<file path="config.mk">
export PLATFORM = sky130hd
export DESIGN_NAME = cache_axi_rd_arbiter
export DESIGN_NICKNAME = d
export VERILOG_FILES = /design/src/rtl/cache_axi_pkg.sv /design/src/rtl/wb_hazard_tracker.sv /design/src/rtl/cache_axi_rd_arbiter.sv
export SDC_FILE = /design/constraint.sdc
export NUM_CORES = 1
export LEC_CHECK = 0
export ABC_AREA = 1
export CAP_MARGIN = 10
export CORE_ASPECT_RATIO = 2
export CORE_MARGIN = 2
export CORE_UTILIZATION = 47
export CTS_CLUSTER_DIAMETER = 60
export CTS_CLUSTER_SIZE = 8
export DETAILED_ROUTE_END_ITERATION = 10
export GPL_TIMING_DRIVEN = 0
export PLACE_DENSITY = 0.95
export SETUP_SLACK_MARGIN = 0.05
export SYNTH_ARGS = -nofsm -noshare
export SYNTH_HDL_FRONTEND = slang
export SYNTH_HIERARCHICAL = 1
export SYNTH_SLANG_ARGS = --single-unit
</file>
<file path="constraint.sdc">
create_clock -name clk -period 2.85 [get_ports clk]
set_input_delay 0.57 -clock clk [delete_from_list [all_inputs] [get_ports clk]]
set_output_delay 0.57 -clock clk [all_outputs]
set_load 0.02 [all_outputs]
</file>
<file path="src/rtl/cache_axi_pkg.sv">
// Shared types and constants for the cache AXI read arbiter slice.
package cache_axi_pkg;

    typedef enum logic {
        OWN_I = 1'b0,
        OWN_D = 1'b1
    } owner_e;

    typedef enum logic [1:0] {
        IDLE = 2'd0,
        AR   = 2'd1,
        R    = 2'd2
    } arb_state_e;

    localparam int         LINE_OFF_W  = 4;
    localparam logic [2:0] AXI_SIZE_4B = 3'd2;

    function automatic logic [31:0] line_align(input logic [31:0] addr);
        return {addr[31:LINE_OFF_W], {LINE_OFF_W{1'b0}}};
    endfunction

endpackage

</file>
<file path="src/rtl/wb_hazard_tracker.sv">
// Remembers the line of the outstanding dcache write-back and flags a dcache
// refill that would read that line before the write has completed.
module wb_hazard_tracker
    import cache_axi_pkg::*;
(
    input  logic                   clk_i,
    input  logic                   rst_i,
    input  logic                   aw_valid_i,
    input  logic                   aw_ready_i,
    input  logic [31-LINE_OFF_W:0] aw_line_i,
    input  logic                   b_valid_i,
    input  logic                   b_ready_i,
    input  logic [31-LINE_OFF_W:0] rd_line_i,
    output logic                   blocked_o
);

    logic                   wb_pend_q, wb_pend_d;
    logic [31-LINE_OFF_W:0] wb_line_q, wb_line_d;
    logic                   aw_hs, b_hs;

    assign aw_hs = aw_valid_i && aw_ready_i;
    assign b_hs  = b_valid_i && b_ready_i;

    // A new AW wins over a B in the same cycle: the newer write is still pending.
    always_comb begin
        wb_pend_d = wb_pend_q;
        wb_line_d = wb_line_q;
        if (aw_hs) begin
            wb_pend_d = 1'b1;
            wb_line_d = aw_line_i;
        end else if (b_hs) begin
            wb_pend_d = 1'b0;
        end
    end

    always_ff @(posedge clk_i) begin
        if (rst_i) begin
            wb_pend_q <= 1'b0;
            wb_line_q <= '0;
        end else begin
            wb_pend_q <= wb_pend_d;
            wb_line_q <= wb_line_d;
        end
    end

    assign blocked_o = (wb_pend_q && (rd_line_i == wb_line_q)) ||
                       (aw_valid_i && (aw_line_i == rd_line_i));

endmodule

</file>
<file path="src/rtl/cache_axi_rd_arbiter.sv">
// Shares one AXI read master between icache and dcache refills, one burst at a time.
// Define ARB_RR_EN for round-robin arbitration; otherwise dcache has fixed priority.
module cache_axi_rd_arbiter
    import cache_axi_pkg::*;
#(
    parameter int BURST_LEN = 4
) (
    input  logic        clk,
    input  logic        rst,
    input  logic        i_arvalid,
    input  logic [31:0] i_araddr,
    output logic        i_arready,
    output logic        i_rvalid,
    input  logic        i_rready,
    input  logic        d_arvalid,
    input  logic [31:0] d_araddr,
    output logic        d_arready,
    output logic        d_rvalid,
    input  logic        d_rready,
    output logic        m_arvalid,
    output logic [31:0] m_araddr,
    output logic [7:0]  m_arlen,
    output logic [2:0]  m_arsize,
    input  logic        m_arready,
    input  logic        m_rvalid,
    input  logic        m_rlast,
    output logic        m_rready,
    input  logic        m_awvalid,
    input  logic        m_awready,
    input  logic [31:0] m_awaddr,
    input  logic        m_bvalid,
    input  logic        m_bready
);

    arb_state_e  state_q, state_d;
    owner_e      owner_q, owner_d;
    owner_e      winner;
    logic [31:0] addr_q, addr_d;
    logic        d_blocked, d_req, i_req, grant, sel_rready;
    logic        unused_awaddr_lo;

    assign unused_awaddr_lo = ^m_awaddr[LINE_OFF_W-1:0];

    wb_hazard_tracker u_wb_hazard (
        .clk_i      (clk),
        .rst_i      (rst),
        .aw_valid_i (m_awvalid),
        .aw_ready_i (m_awready),
        .aw_line_i  (m_awaddr[31:LINE_OFF_W]),
        .b_valid_i  (m_bvalid),
        .b_ready_i  (m_bready),
        .rd_line_i  (d_araddr[31:LINE_OFF_W]),
        .blocked_o  (d_blocked)
    );

    // A blocked dcache is treated as not requesting at all.
    assign d_req = d_arvalid && !d_blocked;
    assign i_req = i_arvalid;
    assign grant = (state_q == IDLE) && (d_req || i_req) && !rst;

`ifdef ARB_RR_EN
    owner_e rr_q, rr_d;

    always_comb begin
        if (d_req && i_req) winner = rr_q;
        else                winner = d_req ? OWN_D : OWN_I;
    end

    always_comb begin
        rr_d = rr_q;
        if (grant) rr_d = (winner == OWN_D) ? OWN_I : OWN_D;
    end

    always_ff @(posedge clk) begin
        if (rst) rr_q <= OWN_D;
        else     rr_q <= rr_d;
    end
`else
    always_comb begin
        winner = d_req ? OWN_D : OWN_I;
    end
`endif

    always_comb begin
        state_d    = state_q;
        owner_d    = owner_q;
        addr_d     = addr_q;
        i_arready  = 1'b0;
        d_arready  = 1'b0;
        m_arvalid  = 1'b0;
        m_rready   = 1'b0;
        i_rvalid   = 1'b0;
        d_rvalid   = 1'b0;
        sel_rready = (owner_q == OWN_D) ? d_rready : i_rready;
        unique case (state_q)
            IDLE: begin
                if (grant) begin
                    owner_d   = winner;
                    addr_d    = line_align((winner == OWN_D) ? d_araddr : i_araddr);
                    i_arready = (winner == OWN_I);
                    d_arready = (winner == OWN_D);
                    state_d   = AR;
                end
            end
            AR: begin
                m_arvalid = 1'b1;
                if (m_arready) state_d = R;
            end
            R: begin
                // Only rlast ends the burst; the beat count is never tracked.
                m_rready = sel_rready;
                i_rvalid = (owner_q == OWN_I) && m_rvalid;
                d_rvalid = (owner_q == OWN_D) && m_rvalid;
                if (m_rvalid && sel_rready && m_rlast) state_d = IDLE;
            end
            default: state_d = IDLE;
        endcase
    end

    always_ff @(posedge clk) begin
        if (rst) begin
            state_q <= IDLE;
            owner_q <= OWN_I;
            addr_q  <= '0;
        end else begin
            state_q <= state_d;
            owner_q <= owner_d;
            addr_q  <= addr_d;
        end
    end

    assign m_araddr = addr_q;
    assign m_arlen  = 8'(BURST_LEN - 1);
    assign m_arsize = AXI_SIZE_4B;

endmodule
</file>
Word level (Yosys, flattened, before mapping)
Cells that the tools add are included.
{"block": "totals", "regBits": 60, "latchBits": 0, "ram_bits": 0, "romBits": 0, "inputBits": 109, "elab_cells": 50, "n_memories": 0}
{"block": "op_classes", "addsub": 0, "multipliers": 0, "n_div": 0, "order_cmp": 0, "eq_ne": 7, "shift": 0, "n_mux": 17, "n_bitwise": 2, "n_reduce_logical": 19}
{"op": "== test 28 bit", "count": 2}
{"op": "two-way mux 32 bit", "count": 1}
{"op": "two-way mux 1 bit", "count": 12}
{"op": "logical AND 1 bit", "count": 11}
{"op": "two-way mux 2 bit", "count": 3}
{"op": "inequality test 2 bit (second input constant)", "count": 3}
{"op": "case mux 2 bit (3 select lines)", "count": 1}
{"op": "AND reduction 3 bit", "count": 1}
{"op": "== test 2 x 1 -> 1 bit (second input constant)", "count": 1}
{"op": "== test 2 bit (second input constant)", "count": 1}
{"op": "logical NOT 1 bit", "count": 2}
{"op": "logical NOT 2 bit", "count": 1}
{"op": "logical OR 1 bit", "count": 2}
{"op": "inverter 1 bit", "count": 2}
{"op": "AND reduction 2 bit", "count": 1}
{"op": "nonzero test 2 bit", "count": 1}

Logic depth before layout (Yosys ltp)
{"block": "logic_depth", "ltp_word": 10, "ltp_mapped": 17, "mapped_depth_nobuf": 16}

Modules after synthesis
The synthesis kept the hierarchy.
{"module": "wb_hazard_tracker", "instances": 1, "cells_per_inst": 354, "area_per_inst_um2": 2079.5, "seq_area_each_um2": 580.6}
{"module": "cache_axi_rd_arbiter", "instances": 1, "cells_per_inst": 271, "area_per_inst_um2": 1754.2, "seq_area_each_um2": 620.6}

Worst setup path after synthesis
No wires, ideal clock.
{"block": "synth_timing", "path_type": "input-to-output", "from": "input d_araddr[20]", "to": "output d_arready", "arrival_ps": 1749, "setup_slack_ps": 531, "path_stages": 16, "cell_sequence": "inv_1 -> nand2_1 -> nand2_1 -> inv_1 -> nand2_1 -> nor2_2 -> nand2_1 -> nor2_1 -> nand2_1 -> nand2_1 -> inv_2 -> nand2_2 -> nand2_1 -> nand3_1 -> buf_4 -> nor2_1"}
{"block": "synth_via", "elab_chain_len": 10}
{"element": "start, declared", "line_no": "cache_axi_rd_arbiter.sv:16", "text": "input logic [31:0] d_araddr,"}
{"element": "== test 28 bit (on tied branches)", "line_no": "wb_hazard_tracker.sv:46, wb_hazard_tracker.sv:47"}
{"element": "logical AND 1 bit (on tied branches)", "line_no": "wb_hazard_tracker.sv:46, wb_hazard_tracker.sv:47"}
{"element": "logical OR 1 bit (*)", "line_no": "wb_hazard_tracker.sv:46", "text": "assign blocked_o = (wb_pend_q && (rd_line_i == wb_line_q)) ||"}
{"element": "via d_blocked", "line_no": "cache_axi_rd_arbiter.sv:39", "text": "logic d_blocked, d_req, i_req, grant, sel_rready;"}
{"element": "logical NOT 1 bit (*)", "line_no": "cache_axi_rd_arbiter.sv:57", "text": "assign d_req = d_arvalid && !d_blocked;"}
{"element": "logical AND 1 bit (*)", "line_no": "cache_axi_rd_arbiter.sv:57"}
{"element": "logical OR 1 bit", "line_no": "cache_axi_rd_arbiter.sv:59", "text": "assign grant = (state_q == IDLE) && (d_req || i_req) && !rst;"}
{"element": "logical AND 1 bit (2 in a row)", "line_no": "cache_axi_rd_arbiter.sv:59"}
{"element": "two-way mux 1 bit (*)", "line_no": "cache_axi_rd_arbiter.sv:97", "text": "if (grant) begin"}
{"element": "two-way mux 1 bit (*)", "line_no": "cache_axi_rd_arbiter.sv:95", "text": "unique case (state_q)"}
{"element": "end, declared", "line_no": "cache_axi_rd_arbiter.sv:17", "text": "output logic d_arready,"}
The timed path passes the listed nets; every way through them passes the cells marked *.

Worst setup path after layout
{"block": "layout_timing", "from": "input d_araddr[30]", "to": "output i_arready"}
{"block": "layout_via", "elab_chain_len": 10}
{"element": "== test 28 bit (on tied branches)", "line_no": "wb_hazard_tracker.sv:46, wb_hazard_tracker.sv:47"}
{"element": "logical AND 1 bit (on tied branches)", "line_no": "wb_hazard_tracker.sv:46, wb_hazard_tracker.sv:47"}
{"element": "logical OR 1 bit (*)", "line_no": "wb_hazard_tracker.sv:46"}
{"element": "via d_blocked", "line_no": "cache_axi_rd_arbiter.sv:39"}
{"element": "logical NOT 1 bit (*)", "line_no": "cache_axi_rd_arbiter.sv:57"}
{"element": "logical AND 1 bit (*)", "line_no": "cache_axi_rd_arbiter.sv:57"}
{"element": "logical OR 1 bit", "line_no": "cache_axi_rd_arbiter.sv:59"}
{"element": "logical AND 1 bit (2 in a row)", "line_no": "cache_axi_rd_arbiter.sv:59"}
{"element": "two-way mux 1 bit (*)", "line_no": "cache_axi_rd_arbiter.sv:97"}
{"element": "two-way mux 1 bit (*)", "line_no": "cache_axi_rd_arbiter.sv:95"}
{"element": "end, declared", "line_no": "cache_axi_rd_arbiter.sv:12", "text": "output logic i_arready,"}
Marks and branches as above.

==> flow_summary.yaml <==
timing:
  timing.fmax_mhz: 363
  setup_tns_ps: 0
  period_share: 0.965
  rsz0062_at_grt: "no"
  finalSetupViolCount: 0
  final-max-slew-violation-count: 0
  fin_skew_ps: 5.85
  finalHoldViolCount: 0
  finalCriticalPeriod_ps: 2750
  maxSlewHeadroom: 0.465
  tightest_slew_ps: 803
placement:
  dp_cells: 864
  gp_congestion: 0.924
  portBuffers: 130
  dp_hpwl_mm: 10.9
  placed_area_sq_um: 5300
floorplanning:
  io_pins: 158
  start_util: 0.483
  die_w_microns: 67.9
  die_area_sq_um: 8940
  die_h_microns: 132
  row_count: 46
  core_area_sq_um: 7940
worst_setup_path:
  endpoint_kind: "primary output"
  r2r_slack_ps: 580
  worstSetupPathType: "input port to primary output"
  startpoint_type: "input port"
  r2r_end: "m_araddr[28]$_SDFFE_PP0P_"
  startpoint: "d_araddr[30]"
  crit_path_end: "i_arready"
  required_ps: 2280
  crit_fanout: 5
  reg2reg_depth: 19
  rr_startpoint: "u_wb_hazard/wb_line_q[9]$_SDFFE_PP0P_"
  critical_path_arrival_ps: 2180
power:
  power_density_nw_per_um2: 482
  p_total_mw: 2.72
  vdd_ir_drop_max_mv: 0.345
  leakage_nw: 2.75
global_route:
  grt_max_degree: 11
  grt-ovfl-total: 0
  grt_pass1_wl_mm: 22.1
  first_global_vias: 4665
  antenna_found_initial: 0
  track_usage: 0.333
synth:
  ys_types: 23
  synth-xor-area-share: 0.0343
  synthAdderAreaFrac: 0
  netlist_area_sq_um: 3830
  yosysSeqAreaShare: 0.313
  synthSimpleGateAreaFrac: 0.363
  async_flop_share: 0
  synth_ff_type: "dfxtp_1"
  synth_compound_area_frac: 0.122
  postSynthAreaPerCell_sq_um: 6.13
  synthMuxAreaShare: 0
  yosysWarnings: 6
  ys_ff_latch: 60
  synth_top_family_by_area: "simple AND/OR/NAND/NOR gates"
  synth_edf_count: 0
  netlist_instances: 625
clocking:
  cts_hold_buf: 0
  cts_buffers: 9
  cts_tree: "done"
  cts_root_buf: "clkbuf_16"
  cts_max_level: 3
  clk_pin_slew_worst_paths_ps: 50
  numClockSinks: 60
  clk_latency_ps: 340
  clk_path_buf_depth: 2
layout:
  n_fill_cell: 667
  finalInstanceArea_sq_um: 5630
  fin_nets: 900
  multi_input_area_sq_um: 2110
  area_growth_syn_to_layout_pct: 47.0
  final_layout_size_suffix_gt1_frac: 0.157
  seq_area_sq_um: 1200
  layout.cells.non_filler: 892
route:
  drt-vias-per-instance: 5.37
  detail_route.first_pass.iterations: 5
  remaining_drc_errors: 0
  routed_wl_mm: 14.7
  vias: 4793
  drt_iter0_drc: 423
  wl_per_cell_microns: 16.5
  ant_nets: 0
worst_hold_path:
  hold_path_class: "flop to flop"
job:
  drv_cap: 0
status:
  status: "finished clean"
[power by group]
part           internal, mW  total (mW)  switching, mW  leakage, nW
Sequential            0.899       0.935         0.0357        0.493
Combinational         0.318       0.723          0.405         2.11
Clock                 0.676        1.06          0.383        0.145
Total                  1.89        2.72          0.824         2.75
[layout make-up]
class | count | share of cell area
plain buffers | 43 | 0.0546
inverters | 87 | 0.0580
diodes | 1 | 0.000444
clock inverters | 1 | 0.000888
clock buffers | 14 | 0.0504
multi-input cells | 447 | 0.374
well taps | 96 | 0.0213
repair buffers | 143 | 0.227
flip-flops and latches | 60 | 0.213
[cells by family (layout without fill, tap and decap cells)]
logic type | after synthesis | in the layout
and+or+nand+nor | 345 | 345
AOI/OAI and AO/OA | 72 | 72
xor gates and xnor gates | 15 | 15
buffers and inverters | 131 | 288
DFF | 60 | 60
other | 2 | 16
[cell usage in the layout (no fill, tap or decap), drive strengths merged]
| master | count |
|---|---|
| clkdlybuf4s15 | 8 |
| a21oi | 35 |
| conb | 15 |
| nand3 | 60 |
| nor2 | 60 |
| clkinv | 2 |
| buf | 52 |
| dlygate4sd2 | 30 |
| nand4 | 4 |
| clkbuf | 37 |
| diode | 1 |
| dlymetal6s2s | 2 |
| clkdlybuf4s50 | 71 |
| a211oi | 24 |
| inv | 86 |
| dfxtp | 60 |
| o21ai | 13 |
| xnor2 | 13 |
| xor2 | 2 |
| nand2 | 221 |
[repair_timing]
action	CTS	global route
setup buffers	9	4
pin swaps	12	17
setup endpoints to repair	2	2
endpoints found under the hold margin	0	0
cloned	0	0
resized for setup	94	50
[sequential cells by signal, indices dropped and copies added (netlist names)]
name                   flops
owner_q                    1
u_wb_hazard/wb_pend_q      1
m_araddr                  28
state_q                    2
u_wb_hazard/wb_line_q     28
[worst max-delay path, cell delays in order]
cell and delay, ps:
dlygate4sd2_1 340, inv_1 120, nand2_1 80, nand4_1 100, nor2_1 120, nand2_1 70, nor2_2 90, nand2_1 60
nand2_1 90, inv_2 60, nand2_4 90, a21oi_4 70, buf_6 120, nand3_2 50, inv_2 40, buf_6 120
[Yosys cell counts, drive strengths merged, types with 4 or more instances]
| library cell | number | area [sq um] |
|---|---|---|
| a211oi | 24 | 225 |
| a21oi | 35 | 179 |
| buf | 38 | 283 |
| clkbuf | 6 | 22.5 |
| dfxtp | 60 | 1200 |
| inv | 86 | 323 |
| nand2 | 221 | 837 |
| nand3 | 60 | 300 |
| nand4 | 4 | 25.0 |
| nor2 | 60 | 230 |
| o21ai | 13 | 65.1 |
| xnor2 | 13 | 114 |
[through the flow]
| step | utilization | setup WS, ps | hold WS, ps |
|---|---|---|---|
| after floorplan | - | 531 | 439 |
| after global placement | 0.668 | -835 | 451 |
| after detailed placement | 0.668 | -866 | 455 |
| after CTS | 0.712 | 51.9 | 463 |
| after global routing | 0.709 | 31.3 | 489 |
| final | 0.709 | 98.7 | 465 |
[per-layer routing]
layer / track usage / vias to the layer above / wire, microns
met5: 0 / - / 0
met4: 0.279 / 0 / 1260
met3: 0.0702 / 105 / 1150
li1: - / 2246 / -
met2: 0.602 / 315 / 7840
met1: 0.287 / 2127 / 4480
[worst min path at each step]
| stage | cells past startpoint | start | slack, ps | end |
|---|---|---|---|---|
| after floorplan | 2 | u_wb_hazard/wb_pend_q$_SDFFE_PP0P_ | 440 | u_wb_hazard/wb_pend_q$_SDFFE_PP0P_ |
| after CTS | 2 | m_araddr[11]$_SDFFE_PP0P_ | 460 | m_araddr[11]$_SDFFE_PP0P_ |
| after global placement | 2 | m_araddr[24]$_SDFFE_PP0P_ | 450 | m_araddr[24]$_SDFFE_PP0P_ |
| final | 2 | m_araddr[26]$_SDFFE_PP0P_ | 470 | m_araddr[26]$_SDFFE_PP0P_ |
| after detailed placement | 2 | m_araddr[11]$_SDFFE_PP0P_ | 460 | m_araddr[11]$_SDFFE_PP0P_ |
| after global routing | 2 | m_araddr[26]$_SDFFE_PP0P_ | 490 | m_araddr[26]$_SDFFE_PP0P_ |
No activity file was read; power rests on OpenSTA's default activity.
